[src/rtl/tx_frame_arbiter.sv]
// Round-robin arbiter feeding one serial byte transmitter: grants a byte, pulses
// tx_load/ack, holds tx_active for one frame, then enforces an idle gap.
module tx_frame_arbiter #(
  parameter int N            = 4,
  parameter int CLKS_PER_BIT = 16,
  parameter int FRAME_BITS   = 10,
  parameter int GAP_CLKS     = 16
) (
  input  logic                 clk,
  input  logic                 reset,
  input  logic [N-1:0]         req,
  input  logic [8*N-1:0]       req_data,
  output logic [N-1:0]         ack,
  output logic                 tx_load,
  output logic [7:0]           tx_data,
  output logic                 tx_active,
  output logic [3:0]           tx_bit,
  output logic                 busy,
  output logic [$clog2(N)-1:0] grant_id,
  output logic [15:0]          frames_sent
);
  localparam int IW = $clog2(N);
  localparam int CW = $clog2(CLKS_PER_BIT);
  localparam int GW = $clog2(GAP_CLKS + 1);

  localparam logic [1:0] S_IDLE = 2'd0;
  localparam logic [1:0] S_LOAD = 2'd1;
  localparam logic [1:0] S_SEND = 2'd2;
  localparam logic [1:0] S_GAP  = 2'd3;

  logic [1:0]    state;
  logic [IW-1:0] ptr;
  logic [CW-1:0] clk_cnt;
  logic [GW-1:0] gap_cnt;
  logic [IW-1:0] win;
  logic          hit;
  int            j;

  // First requester found walking up from ptr, wrapping at N.
  always_comb begin
    win = '0;
    hit = 1'b0;
    j   = 0;
    for (int i = 0; i < N; i++) begin
      j = int'(ptr) + i;
      if (j >= N) j = j - N;
      if (!hit && req[j]) begin
        hit = 1'b1;
        win = IW'(j);
      end
    end
  end

  always_comb begin
    ack = '0;
    if (state == S_LOAD) ack[grant_id] = 1'b1;
  end

  assign tx_load   = (state == S_LOAD);
  assign tx_active = (state == S_SEND);
  assign busy      = (state != S_IDLE);

  always_ff @(posedge clk) begin
    if (reset) begin
      state       <= S_IDLE;
      ptr         <= '0;
      clk_cnt     <= '0;
      gap_cnt     <= '0;
      tx_data     <= '0;
      tx_bit      <= '0;
      grant_id    <= '0;
      frames_sent <= '0;
    end else begin
      case (state)
        S_IDLE: if (hit) begin
          tx_data  <= req_data[8*win +: 8];
          grant_id <= win;
          ptr      <= IW'((int'(win) + 1) % N);
          tx_bit   <= '0;
          clk_cnt  <= '0;
          state    <= S_LOAD;
        end
        S_LOAD: state <= S_SEND;
        S_SEND: begin
          if (clk_cnt == CW'(CLKS_PER_BIT - 1)) begin
            clk_cnt <= '0;
            // tx_bit stays on the stop bit through the gap.
            if (tx_bit == 4'(FRAME_BITS - 1)) begin
              state       <= S_GAP;
              gap_cnt     <= '0;
              frames_sent <= frames_sent + 16'd1;
            end else begin
              tx_bit <= tx_bit + 4'd1;
            end
          end else begin
            clk_cnt <= clk_cnt + CW'(1);
          end
        end
        default: begin
          if (gap_cnt == GW'(GAP_CLKS - 1)) state <= S_IDLE;
          else gap_cnt <= gap_cnt + GW'(1);
        end
      endcase
    end
  end
endmodule

[config.mk]
export PLATFORM = sky130hd
export DESIGN_NAME = tx_frame_arbiter
export DESIGN_NICKNAME = d
export VERILOG_FILES = /design/src/rtl/tx_frame_arbiter.sv
export SDC_FILE = /design/constraint.sdc
export NUM_CORES = 1
export LEC_CHECK = 0
export BUFFER_PORTS_ARGS = -buffer_cell sky130_fd_sc_hd__buf_4
export CAP_MARGIN = 30
export CELL_PAD_IN_SITES_DETAIL_PLACEMENT = 1
export CELL_PAD_IN_SITES_GLOBAL_PLACEMENT = 1
export CORE_UTILIZATION = 30
export DETAILED_ROUTE_END_ITERATION = 6
export GPL_TIMING_DRIVEN = 0
export PLACE_DENSITY = 0.7
export SLEW_MARGIN = 20
export SYNTH_ARGS = -nofsm -noshare
export SYNTH_HDL_FRONTEND = slang
export SYNTH_SLANG_ARGS = --single-unit
export TNS_END_PERCENT = 20
[constraint.sdc]
create_clock -name clk -period 4 [get_ports clk]
set_input_delay 0.8 -clock clk [delete_from_list [all_inputs] [get_ports clk]]
set_output_delay 0.8 -clock clk [all_outputs]
set_load 0.02 [all_outputs]
==> impl_metrics.yaml <==
outcome:
  status: "complete, no violations"
synthesis:
  syn_area_um2: 2340
  synth_compound_area_frac: 0.133
  synth.area.top_cells: "dfxtp_1 37%, mux2i_1 8.1%, nor2_1 5.9%"
  synth_seq_cells: 43
  synthAdderAreaFrac: 0.0535
  synth_top_area_frac: 0.368
  yosysTopAreaCell: "dfxtp_1"
  syn-num-nets: 318
  synth_top_family_by_area: "simple AND/OR/NAND/NOR gates"
  synth_ff_type: "dfxtp_1"
  yosysWarnings: 0
  synth_xor_area_frac: 0.0711
  syn_area_per_cell_um2: 8.67
  synth_edf_count: 0
  synth_simple_gate_area_frac: 0.251
  yosysMostFrequentCell: "dfxtp_1"
  ys_top_cells_by_count: "43 x dfxtp_1, 37 x nor2_1, 19 x mux2i_1, 17 x nand2_1, 13 x a21oi_1"
  synth_mux_area_frac: 0.0813
  ys_seq_area_frac: 0.368
  synth.distinct_cells: 41
  synth_cells: 270
  async_flop_share: 0
clock_tree:
  cts_root_buf: "clkbuf_8"
  path_clk_slew_ns: 0.09
  clock_sinks: 43
  cts_resized: 0
  insertion_delay_ns: 0.30
  cts_max_path_buffers: 2
  post-cts-setup-buffers: 0
  cts_buffers: 5
  cts_tree: "yes"
  h-tree-depth: 2
  holdBufCountCts: 0
sta:
  fin_tns_setup_ns: 0
  maxSlewViolCount: 0
  fmax_mhz: 447
  hold_violations: 0
  rsz0062_at_grt: "false"
  worstMarginPinSlew_ns: 0.717
  fin_crit_ns: 2.24
  fin_crit_sh: 0.560
  finalSetupViolCount: 0
  skew_ns: 0.00923
  relSlewSlack: 0.517
place:
  dp_hpwl_mm: 5.09
  routabilityCongestion: 0.765
  dp_cells: 443
  portBuffers: 74
detailed_routing:
  dr.pass1.iters: 4
  drtIter0Drc: 87
  detail_route.drc_violations: 0
  routedWlPerCell_um: 14.7
  ant_nets: 0
  vias: 2257
  viasPerCell: 5.00
  finalWirelength_mm: 6.61
cells_and_area:
  nets: 399
  area_growth_pct: 34.2
  instances_no_fill: 451
  nFillCells: 900
  drive_above_1_share: 0.264
  n_antenna_cell: 0
global_routing:
  antenna_found_initial: 0
  groute.usage.overall: 0.159
  grt_pass1_vias: 2257
  grt_max_degree: 15
  grt_first_pass_wirelength_mm: 10.8
  grt-ovfl-total: 0
job:
  maxCapViolations: 0
worst_setup_path:
  slowest_stage: "dfxtp_1"
  crit_required_ns: 3.20
  ff2ff_setup_slack_ns: 1.93
  crit_fanout: 6
  critical_path_class: "reg2out"
  worstSetupEndpointType: "output pin"
  cpPeakStageDelay_ns: 0.40
  worst_ep_arrival_time_ns: 1.44
  critPathLaunchType: "flip-flop"
  cp_cell_sequence: "inv_1 > ha_1 > and3_1 > buf_4"
die:
  die_area_um2: 8160
  core_region_area_um2: 7410
  chipWidth_um: 90.3
  io_pins: 75
  die_y_um: 90.3
  start_util: 0.316
  floorplan.rows: 31
power_and_ir_drop:
  switching_share: 0.375
  cell_internal_pwr_w: 0.000976
  leakage_nw: 1.36
  seqPwrFrac: 0.357
  switching_power_w: 0.000585
  combPwrFrac: 0.407
  peakVddDrop_v: 0.000149
  p_per_area_nw_per_um2: 497
  pwr-share-clk: 0.236
min_path:
  hp-class: "reg2reg"
## area by class of cell
type,count,area [um^2],share of cell area
multi-input cells,205,1380,0.439
flip-flops and latches,43,861,0.274
repair buffers,74,556,0.177
well taps,99,124,0.0394
clock buffers,6,82.6,0.0263
plain buffers,12,61.3,0.0195
clock inverters,2,38.8,0.0124
inverters,10,37.5,0.0120
## power by group through the flow
stage               Sequential, W  Clock [W]  Combinational [W]
floorplan                0.000611          0           0.000359
global placement         0.000560          0           0.000631
detailed placement       0.000567          0           0.000642
CTS                      0.000557   0.000378           0.000643
global route             0.000568   0.000396           0.000687
finish                   0.000557   0.000369           0.000635
## stage by stage
step / power (W) / util / setup slack (ns) / cell area (um^2) / hold WS [ns]
after floorplan: 0.000970 / - / 1.92 / 2340 / 0.460
after global placement: 0.00119 / 0.408 / 1.55 / 3020 / 0.478
after detailed placement: 0.00121 / 0.408 / 1.50 / 3020 / 0.493
after CTS: 0.00158 / 0.424 / 1.73 / 3140 / 0.515
after global routing: 0.00165 / 0.424 / 1.60 / 3140 / 0.539
final: 0.00156 / 0.424 / 1.76 / 3140 / 0.502
## path summary, 6_finish.rpt
kind,from,to,cells after the start
worst min-delay path,gap_cnt[4],gap_cnt[4],2
worst max register to register,state[0],frames_sent[11],8
worst max-delay path,state[1],ack[3],4
worst min register to register,gap_cnt[4],gap_cnt[4],2
## placed cells by master, fill, tap and decap left out, types with 2 or more instances in the layout
cell / instances
inv_1: 10
a21o_1: 3
or2_2: 2
o221ai_1: 8
nor3_1: 5
and2_1: 2
mux2i_1: 19
o211ai_1: 2
nor4_1: 2
and4_1: 2
o21ai_0: 7
nand3_1: 7
a21oi_1: 13
clkbuf_1: 6
nand3b_1: 9
or3_1: 3
dfxtp_1: 43
and3_1: 6
buf_2: 4
nand2_1: 17
a32oi_1: 3
xnor2_1: 8
clkbuf_8: 6
nand2b_1: 4
xor2_1: 11
nor2b_1: 3
nor3b_1: 3
nor2_1: 37
buf_4: 75
nand4_1: 8
ha_1: 10
a211oi_1: 2
## flip-flops by register name, indices dropped and copies added (netlist names)
| signal | count |
|---|---|
| state | 2 |
| clk_cnt | 4 |
| grant_id | 2 |
| frames_sent | 16 |
| tx_bit | 4 |
| tx_data | 8 |
| gap_cnt | 5 |
| ptr | 2 |
## logic make-up (layout without fill, tap and decap cells)
family,count (synthesis),count (layout)
buffers and inverters,22,104
adders and majority gates,10,10
DFF,43,43
xor gates and xnor gates,19,19
and+or+nand+nor,112,112
muxes,19,19
AOI/OAI and AO/OA,45,45
## critical path: cells and delay by family, from the launching register on
| family | cells | cell delay [ns] |
|---|---|---|
| flip-flops | 1 | 0.40 |
| adder cells (fa/ha/maj) | 1 | 0.26 |
| buffers and inverters | 2 | 0.24 |
| AND/OR/NAND/NOR | 1 | 0.23 |
## metal layers
layer  up-vias  global-route usage  wire [um]
met4         0              0.0403         45
met2        44               0.269       3170
li1       1124                   -          -
met5         -                   0          0
met3         4              0.0455        347
met1      1085               0.199       3040
Note: power is estimated with default switching activity, not from simulation.
